[config.mk]
export PLATFORM = sky130hd
export DESIGN_NAME = maxpool_relu_1_flat
export DESIGN_NICKNAME = d
export VERILOG_FILES = /design/src/rtl/cnn_pool_pkg.sv /design/src/rtl/maxpool_relu_1_if.sv /design/src/rtl/pool_lane.sv /design/src/rtl/maxpool_relu_1.sv /design/src/flat_wrapper.sv
export SDC_FILE = /design/constraint.sdc
export NUM_CORES = 1
export LEC_CHECK = 0
export ABC_AREA = 0
export BUFFER_PORTS_ARGS = -buffer_cell sky130_fd_sc_hd__buf_2
export CAP_MARGIN = 10
export CELL_PAD_IN_SITES_DETAIL_PLACEMENT = 2
export CELL_PAD_IN_SITES_GLOBAL_PLACEMENT = 2
export CORE_AREA = 2 2 244 246
export CTS_BUF_LIST = sky130_fd_sc_hd__clkbuf_4 sky130_fd_sc_hd__clkbuf_8 sky130_fd_sc_hd__clkbuf_16
export DETAILED_ROUTE_END_ITERATION = 8
export DIE_AREA = 0 0 246 248
export PLACE_DENSITY_LB_ADDON = 0.1
export SLEW_MARGIN = 10
export SYNTH_ARGS = -nofsm -noshare
export SYNTH_HDL_FRONTEND = slang
export SYNTH_SLANG_ARGS = --single-unit
[constraint.sdc]
create_clock -name clk -period 7 [get_ports clk]
set_input_delay 1.4 -clock clk [delete_from_list [all_inputs] [get_ports clk]]
set_output_delay 1.4 -clock clk [all_outputs]
set_load 0.01 [all_outputs]
[src/rtl/cnn_pool_pkg.sv]
// Shared types and arithmetic helpers for the pooling stage after conv layer 1.
// Latency: combinational helpers only.
// Backpressure: none; pure functions with no flow control.
package cnn_pool_pkg;

    localparam int DATA_BITS = 12;

    typedef logic signed [DATA_BITS-1:0] sample_t;

    // Signed maximum; on a tie both operands are equal, so either may be returned.
    function automatic sample_t smax(input sample_t a, input sample_t b);
        return (a > b) ? a : b;
    endfunction

    // Clamp negative values to zero.
    function automatic sample_t relu(input sample_t x);
        return (x < 0) ? sample_t'(0) : x;
    endfunction

endpackage

[src/rtl/maxpool_relu_1_if.sv]
// Stream bundle between conv layer 1, the pooling stage and the next conv stage.
// Latency: wires only.
// Backpressure: none; valid-only in both directions.
interface maxpool_relu_1_if;
    import cnn_pool_pkg::*;

    logic    valid_in;
    sample_t conv_out_1;
    sample_t conv_out_2;
    sample_t conv_out_3;
    sample_t max_value_1;
    sample_t max_value_2;
    sample_t max_value_3;
    logic    valid_out_relu;

    modport master (
        output valid_in, conv_out_1, conv_out_2, conv_out_3,
        input  max_value_1, max_value_2, max_value_3, valid_out_relu
    );

    modport slave (
        input  valid_in, conv_out_1, conv_out_2, conv_out_3,
        output max_value_1, max_value_2, max_value_3, valid_out_relu
    );
endinterface

[src/rtl/pool_lane.sv]
// One channel of 2x2/stride-2 max pooling with optional ReLU (macro MAXPOOL_RELU_RELU_EN).
// Latency: result registered on the edge that accepts the bottom-right sample of a window.
// Backpressure: none; the enables from the top freeze all state on idle cycles.
module pool_lane
    import cnn_pool_pkg::*;
#(
    parameter int LB_DEPTH = 12,
    parameter int IW       = 4
) (
    input  logic          clk,
    input  logic          rst_n,
    input  logic          pair_we,
    input  logic          lb_we,
    input  logic          emit,
    input  logic [IW-1:0] lb_idx,
    input  sample_t       sample_in,
    output sample_t       max_out
);

    sample_t pair_q, pair_d;
    sample_t max_q, max_d;
    sample_t lb_q [LB_DEPTH];
    sample_t pair_max;
    sample_t win_max;
    sample_t res;

    // Horizontal pair max, vertical merge with the line buffer, optional clamp.
    always_comb begin
        pair_d   = pair_we ? sample_in : pair_q;
        pair_max = smax(pair_q, sample_in);
        win_max  = smax(pair_max, lb_q[lb_idx]);
`ifdef MAXPOOL_RELU_RELU_EN
        res      = relu(win_max);
`else
        res      = win_max;
`endif
        max_d    = emit ? res : max_q;
    end

    // Pair register and output register; output holds between windows.
    always_ff @(posedge clk) begin
        if (!rst_n) begin
            pair_q <= '0;
            max_q  <= '0;
        end else begin
            pair_q <= pair_d;
            max_q  <= max_d;
        end
    end

    // Line buffer of top-row pair maxima; every entry is written on an even row
    // before the odd row reads it, so it needs no reset.
    always_ff @(posedge clk) begin
        if (lb_we) begin
            lb_q[lb_idx] <= pair_max;
        end
    end

    assign max_out = max_q;

endmodule

[src/rtl/maxpool_relu_1.sv]
// 2x2/stride-2 max pool + ReLU (macro MAXPOOL_RELU_RELU_EN) on three conv-1 channels.
// Latency: one registered stage; valid_out_relu pulses right after the accepting edge.
// Backpressure: none; valid_in gaps freeze counters and lane state.
module maxpool_relu_1
#(
    parameter int WIDTH     = 24,
    parameter int HEIGHT    = 24,
    parameter int DATA_BITS = 12
) (
    input  logic             clk,
    input  logic             rst_n,
    maxpool_relu_1_if.slave  bus
);
    import cnn_pool_pkg::*;

    localparam int CW = $clog2(WIDTH);
    localparam int RW = $clog2(HEIGHT);
    localparam int IW = CW - 1;

    logic [CW-1:0] col_q, col_d;
    logic [RW-1:0] row_q, row_d;
    logic          vout_q, vout_d;
    logic          pair_we, lb_we, emit;
    logic [IW-1:0] lb_idx;
    logic [DATA_BITS-1:0] lane_max [3];

    // Raster position tracking and per-sample role decode shared by all lanes.
    always_comb begin
        pair_we = bus.valid_in & ~col_q[0];
        lb_we   = bus.valid_in &  col_q[0] & ~row_q[0];
        emit    = bus.valid_in &  col_q[0] &  row_q[0];
        lb_idx  = col_q[CW-1:1];
        col_d   = col_q;
        row_d   = row_q;
        if (bus.valid_in) begin
            if (col_q == CW'(WIDTH - 1)) begin
                col_d = '0;
                row_d = (row_q == RW'(HEIGHT - 1)) ? '0 : row_q + 1'b1;
            end else begin
                col_d = col_q + 1'b1;
            end
        end
        vout_d = emit;
    end

    // Counters and output valid; reset discards any partial frame.
    always_ff @(posedge clk) begin
        if (!rst_n) begin
            col_q  <= '0;
            row_q  <= '0;
            vout_q <= 1'b0;
        end else begin
            col_q  <= col_d;
            row_q  <= row_d;
            vout_q <= vout_d;
        end
    end

    pool_lane #(.LB_DEPTH(WIDTH / 2), .IW(IW)) u_lane_1 (
        .clk       (clk),
        .rst_n     (rst_n),
        .pair_we   (pair_we),
        .lb_we     (lb_we),
        .emit      (emit),
        .lb_idx    (lb_idx),
        .sample_in (bus.conv_out_1),
        .max_out   (lane_max[0])
    );

    pool_lane #(.LB_DEPTH(WIDTH / 2), .IW(IW)) u_lane_2 (
        .clk       (clk),
        .rst_n     (rst_n),
        .pair_we   (pair_we),
        .lb_we     (lb_we),
        .emit      (emit),
        .lb_idx    (lb_idx),
        .sample_in (bus.conv_out_2),
        .max_out   (lane_max[1])
    );

    pool_lane #(.LB_DEPTH(WIDTH / 2), .IW(IW)) u_lane_3 (
        .clk       (clk),
        .rst_n     (rst_n),
        .pair_we   (pair_we),
        .lb_we     (lb_we),
        .emit      (emit),
        .lb_idx    (lb_idx),
        .sample_in (bus.conv_out_3),
        .max_out   (lane_max[2])
    );

    assign bus.max_value_1    = lane_max[0];
    assign bus.max_value_2    = lane_max[1];
    assign bus.max_value_3    = lane_max[2];
    assign bus.valid_out_relu = vout_q;

endmodule

[src/flat_wrapper.sv]
// flat-port wrapper written by rule: the top's interface ports become plain ports
module maxpool_relu_1_flat import cnn_pool_pkg::*;
#(
    parameter int WIDTH     = 24,
    parameter int HEIGHT    = 24,
    parameter int DATA_BITS = 12
)
  (clk, rst_n, bus_valid_in, bus_conv_out_1, bus_conv_out_2, bus_conv_out_3, bus_max_value_1, bus_max_value_2, bus_max_value_3, bus_valid_out_relu);
  maxpool_relu_1_if bus_i ();
  input  logic clk;
  input  logic rst_n;
  input wire logic [$bits(bus_i.valid_in)-1:0] bus_valid_in;
  input wire logic [$bits(bus_i.conv_out_1)-1:0] bus_conv_out_1;
  input wire logic [$bits(bus_i.conv_out_2)-1:0] bus_conv_out_2;
  input wire logic [$bits(bus_i.conv_out_3)-1:0] bus_conv_out_3;
  output wire logic [$bits(bus_i.max_value_1)-1:0] bus_max_value_1;
  output wire logic [$bits(bus_i.max_value_2)-1:0] bus_max_value_2;
  output wire logic [$bits(bus_i.max_value_3)-1:0] bus_max_value_3;
  output wire logic [$bits(bus_i.valid_out_relu)-1:0] bus_valid_out_relu;
  assign bus_i.valid_in = bus_valid_in;
  assign bus_i.conv_out_1 = bus_conv_out_1;
  assign bus_i.conv_out_2 = bus_conv_out_2;
  assign bus_i.conv_out_3 = bus_conv_out_3;
  assign bus_max_value_1 = bus_i.max_value_1;
  assign bus_max_value_2 = bus_i.max_value_2;
  assign bus_max_value_3 = bus_i.max_value_3;
  assign bus_valid_out_relu = bus_i.valid_out_relu;
  maxpool_relu_1 #(.WIDTH(WIDTH), .HEIGHT(HEIGHT), .DATA_BITS(DATA_BITS)) u_core (.clk(clk), .rst_n(rst_n), .bus(bus_i));
endmodule
-- Yosys cells after proc, flatten, opt, wreduce, memory -nomap -nowiden
Memories as Yosys holds them, arrays and structs flattened. A register that Yosys moved wholly into a read port is not among the register bits.
Index checks and enable logic that the tools add are counted.
- register bits: 83
- latch bits: 0
- RAM bits: 432
- bits in read-only memories: 0
- input port bits: 39
- output and inout port bits: 37
- word-level logic and storage cells: 45
- memories kept: 3
- add/subtract/negate cells: 2
- $mul: 0
- divide/modulo/power cells: 0
- $lt $le $gt $ge: 6
- equal/unequal tests: 2
- shift-type cells: 0
- multiplexer cells: 16
- bitwise gates (word level): 6
- reductions and logical operators: 1
- memories (memory ; words ; bits a word ; read ports ; clocked after memory_dff ; wr ports ; line ; text):
    u_core.u_lane_1.lb_q ; 12 ; 12 ; 1 ; 1 ; 1 ; pool_lane.sv:22 ; sample_t lb_q [LB_DEPTH];
    u_core.u_lane_2.lb_q ; 12 ; 12 ; 1 ; 1 ; 1 ; pool_lane.sv:22 ;
    u_core.u_lane_3.lb_q ; 12 ; 12 ; 1 ; 1 ; 1 ; pool_lane.sv:22 ;
- operators by type and width (operator ; count):
    12-bit > comparator ; 6
    12-bit 2-to-1 mux ; 6
    4-bit 2-to-1 mux ; 6
    5-bit by 1-bit adder with 5-bit output, second input constant ; 2
    5-bit == test, second input constant ; 2
    5-bit 2-to-1 mux ; 2
    1-bit bitwise AND ; 4
    1-bit 2-to-1 mux ; 2
    1-bit NOT ; 2
    2-bit AND reduction ; 1

-- Logic depth before layout (Yosys ltp)
- depth after elaboration: 4
- depth in mapped cells: 21
- gate-level depth less buffers: 17

-- Hierarchy
From an unflattened synthesis, not the netlist that was laid out.
- cells, all modules: 1621
- area, all modules: 23709.0 µm²
- modules (own cells, without submodules) (module ; instances ; cells an instance ; area each (µm²) ; sequential area each (µm²)):
    pool_lane at u_core.u_lane_1 ; 1 ; 528 ; 7766.2 ; 4804.6
    pool_lane at u_core.u_lane_3 ; 1 ; 504 ; 7698.6 ; 4804.6
    pool_lane at u_core.u_lane_2 ; 1 ; 529 ; 7697.4 ; 4804.6
    maxpool_relu_1 ; 1 ; 60 ; 546.8 ; 220.2

-- Worst setup path after synthesis
OpenSTA, ideal clock, no wires.
- path type: in2reg
- start: in bus_valid_in
- end: mem u_core.u_lane_1.lb_q[6][0] in the netlist's numbering (enable)
- setup time: 0.482 ns
- arrival: 5.093 ns
- data required time: 6.518 ns
- path slack: 1.425 ns
- stages on the path: 4
- path buffers: 1
- cell sequence: clkbuf_1 > nand2_1 > or4b_2 > nor3b_1
- cells in the longest elaborated chain, start to end: 4
- ends and longest elaborated chain (item ; line ; text):
    start, declared ; flat_wrapper.sv:12 ; input wire logic [$bits(bus_i.valid_in)-1:0] bus_valid_in;
    1-bit bitwise AND (2 in series) ; maxpool_relu_1.sv:30 ; lb_we = bus.valid_in & col_q[0] & ~row_q[0];
    1-bit 2-to-1 mux ; pool_lane.sv:54 ; if (lb_we) begin
    1-bit 2-to-1 mux (implied by the code) ; pool_lane.sv:55 ; lb_q[lb_idx] <= pair_max;
    end, declared ; pool_lane.sv:22 ;
No other way between the ends.

-- Worst setup path after layout
- start: in bus_conv_out_2[11]
- end: reg u_core.u_lane_2.max_q[7] (netlist: u_core.u_lane_2.max_out[7])
- cells in the longest elaborated chain, start to end: 4
- ends and longest elaborated chain (item ; line ; text):
    start, declared ; flat_wrapper.sv:14 ; input wire logic [$bits(bus_i.conv_out_2)-1:0] bus_conv_out_2;
    12-bit > comparator ; cnn_pool_pkg.sv:12 ; return (a > b) ? a : b;
    12-bit 2-to-1 mux ; cnn_pool_pkg.sv:12 ;
    named net u_core.u_lane_2.pair_max[5] ; pool_lane.sv:23 ; sample_t pair_max;
    12-bit > comparator ; cnn_pool_pkg.sv:12 ;
    12-bit 2-to-1 mux ; cnn_pool_pkg.sv:12 ;
    end signal, assigned ; pool_lane.sv:47 ; max_q <= max_d;
    end, declared ; pool_lane.sv:21 ; sample_t max_q, max_d;
The timed path passes the listed nets, and every way through them passes these cells.
A chain may end at the register's enable or synchronous reset.

==> metrics.txt <==
GP Congestion 0.783; Design Area, Final 0.0264 mm²; Final Max Slew Viols 0; sequential cell area 0.0147 mm²; final period utilization 86.2%; endpoint class of the critical path register; Area Growth Syn to Fin 14.3%; Netlist cell types 60; num ports 76; Synth Net Count 1689; total CTS buffers 57; CP max FO 23; global-route wire length before repair 101 mm; Post-Synth Adder-Cell Area 4.01%; CTS tree yes; Layout Nets 1772; Switching Share 24.0%; CP Class primary input to register; Die Height 248 µm; CP max-delay cell or3_1; synthesized instance count 1576; crit path time final 6.04 ns; max cap viols 0; syn avg cell area 14.7 µm²; first-pass iteration count of the detailed router 5; placed instance area 0.0245 mm²; DRC viols 0; Arrival @ worst endpoint 6.48 ns; post-DR wirelength/cell 27.0 µm; largest net degree at the start of global routing 57; post-CTS resize count 0; clock root buffer master clkbuf_16; Slew headroom 36.0%; RSZ-0062 raised after global routing false; vias per cell 5.67; H-tree levels 2; share of cells above drive strength 1 22.6%; clock skew 0.0263 ns; clk slew on worst S/H paths 0.06 ns; Psw 1.74 mW; final-layout fill cell count 5624; Synth Area in XOR/XNOR 0.190%; Routed WL 67.0 mm; slowest stage delay, CP 0.74 ns; Peak VDD IR 0.191 mV; top_reg_cell synth edfxtp_1; logic gate share of total power 9.5%; Fin Setup TNS 0 ns; initial antenna violation count 1; biggest regs u_core.u_lane_1.lb_q: 144 flops, u_core.u_lane_2.lb_q: 144 flops, u_core.u_lane_3.lb_q: 144 flops; die area 0.0610 mm²; register area share after synthesis 63.7%; Post-Synth Simple-Gate Area 7.20%; Clk Latency, worst-skew pair 0.61 ns; die width 246 µm; CTS Buffer Depth 3; critical path required time 7.44 ns; vias 14.1k; #FFs+latches synth 519; Clock Power Share 42.5%; Final Hold Viols 0; buffer count from post-CTS setup fixing 0; status complete, no violations; Synth Area in Compound Gates 7.94%; sequential power share 48.0%; Post-Syn Area 0.0231 mm²; row cnt 89; total core area 0.0585 mm²; final setup violation count 0; antenna violation net count after detailed routing 0; Post-synth ARST share 0%; Post-DP HPWL 41.5 mm; startpoint types primary input; Initial Utilization 39.5%; Max Fclk 166 MHz; vias in the first global route 15.6k; pwr/cell area 274 mW/mm²; grt total ovfl 0; Multi-input gate area 0.00779 mm²; CP Cell Sequence buf_2 -> inv_1 -> ha_1 -> nand4_1 -> or3_1 -> nand2_1 -> a21oi_1 -> o21a_1 -> a211oi_1 -> inv_1 -> ha_1 -> a21o_1 -> a21oi_1 -> o21ai_0 -> o211ai_1 -> nand2b_1 -> o221ai_1; Worst Tran Pin Value 0.954 ns; EDFF count, synth 432; drt first-iter violations 896; hold-fix buffer count after cts 0; post-synthesis mux area share 13.9%; Worst Hold Class register to register; Pleak 9.26 nW; Ys Warns 0; largest family of logic cells by synthesized area multiplexers; Int Pwr 5.50 mW; total track usage 22.3%; IO buf count 75; Ant. Diodes 0; clock sinks 519
-- metrics by stage --
step | power (mW) | setup WS, ns | utilization, % | instances | hold slack [ns]
2_1_floorplan | 3.98 | 1.43 | - | 1576 | 0.450
6_report | 7.24 | 0.964 | 45.2 | 2480 | 0.473
3_3_place_gp | 4.18 | 0.870 | 41.9 | 2372 | 0.446
4_1_cts | 7.31 | 1.11 | 45.2 | 2479 | 0.475
3_5_place_dp | 4.23 | 0.579 | 41.9 | 2372 | 0.461
5_1_grt | 7.49 | 0.674 | 45.2 | 2480 | 0.506
-- synth_stat cells, types with 12 or more instances --
cell,count,share of area (%)
a21oi_1,118,2.6
nand4_1,31,0.84
nand2_1,169,2.7
a221o_1,12,0.52
o21a_1,14,0.45
o21ai_0,20,0.43
and3_1,12,0.32
ha_1,74,4.0
mux2i_1,62,2.7
o221ai_1,25,0.95
nand3_1,32,0.69
a211oi_1,15,0.49
buf_2,26,0.56
a22o_1,12,0.45
clkbuf_1,51,0.83
a21o_1,13,0.42
mux4_2,108,11
dfxtp_1,87,7.5
inv_1,72,1.2
nor2_1,70,1.1
edfxtp_1,432,56
-- power groups by stage --
stage               Clock (mW)  Sequential, mW  Combinational [mW]
floorplan                    0            3.52               0.454
global placement             0            3.54               0.646
detailed placement           0            3.54               0.688
CTS                       3.14            3.48               0.692
global route              3.25            3.48               0.758
finish                    3.07            3.48               0.686
-- cell families after synthesis --
group | count (synthesis)
fa+ha+maj | 74
simple gates | 360
buf+inv | 167
compound gates | 269
xor+xnor | 5
flops | 519
mux | 182
-- cell usage in the layout (no fill, tap or decap), types with 31 or more instances in the layout --
| cell type | instances |
|---|---|
| mux4_2 | 108 |
| nor2_1 | 59 |
| a21oi_1 | 118 |
| edfxtp_1 | 432 |
| clkbuf_16 | 57 |
| nand4_1 | 31 |
| nand2_1 | 169 |
| buf_4 | 40 |
| mux2i_1 | 62 |
| inv_1 | 72 |
| ha_1 | 74 |
| dfxtp_1 | 83 |
| nand3_1 | 32 |
| buf_2 | 75 |
-- layer usage --
layer  wire length (µm)  up-vias  global-route usage, %
met5                  0        -                      0
met4               1060        0                   4.69
met3               2560       75                   2.81
met2              32700      287                   37.4
met1              30600     7421                   31.3
li1                   -     6272                      -
-- worst max-delay path: cells and delay by family --
| kind | cells | cell delay, ns |
|---|---|---|
| AOI/OAI and AO/OA | 8 | 1.89 |
| adders and majority gates | 2 | 0.95 |
| buffers and inverters | 3 | 0.56 |
| and+or+nand+nor | 4 | 1.66 |
-- worst paths after layout --
path                                            from                                      end  slack [ns]  depth (start not counted)
min          u_core.u_lane_2.max_out[9]$_SDFFE_PN0P_  u_core.u_lane_2.max_out[9]$_SDFFE_PN0P_        0.47                          2
max reg2reg  u_core.u_lane_2.pair_q[11]$_SDFFE_PN0P_  u_core.u_lane_2.max_out[7]$_SDFFE_PN0P_        1.59                         15
min reg2reg  u_core.u_lane_2.max_out[9]$_SDFFE_PN0P_  u_core.u_lane_2.max_out[9]$_SDFFE_PN0P_        0.47                          2
max                               bus_conv_out_2[11]  u_core.u_lane_2.max_out[7]$_SDFFE_PN0P_        0.96                         17
-- layout make-up --
class	instances	share of cell area (%)
multi-input combinational	890	29.5
clock inverter	28	1.10
clock buffer	79	6.19
inverter	74	1.05
timing repair buffer	117	2.71
sequential	519	55.8
tap	773	3.66
Note: power is estimated with default switching activity, not from simulation.
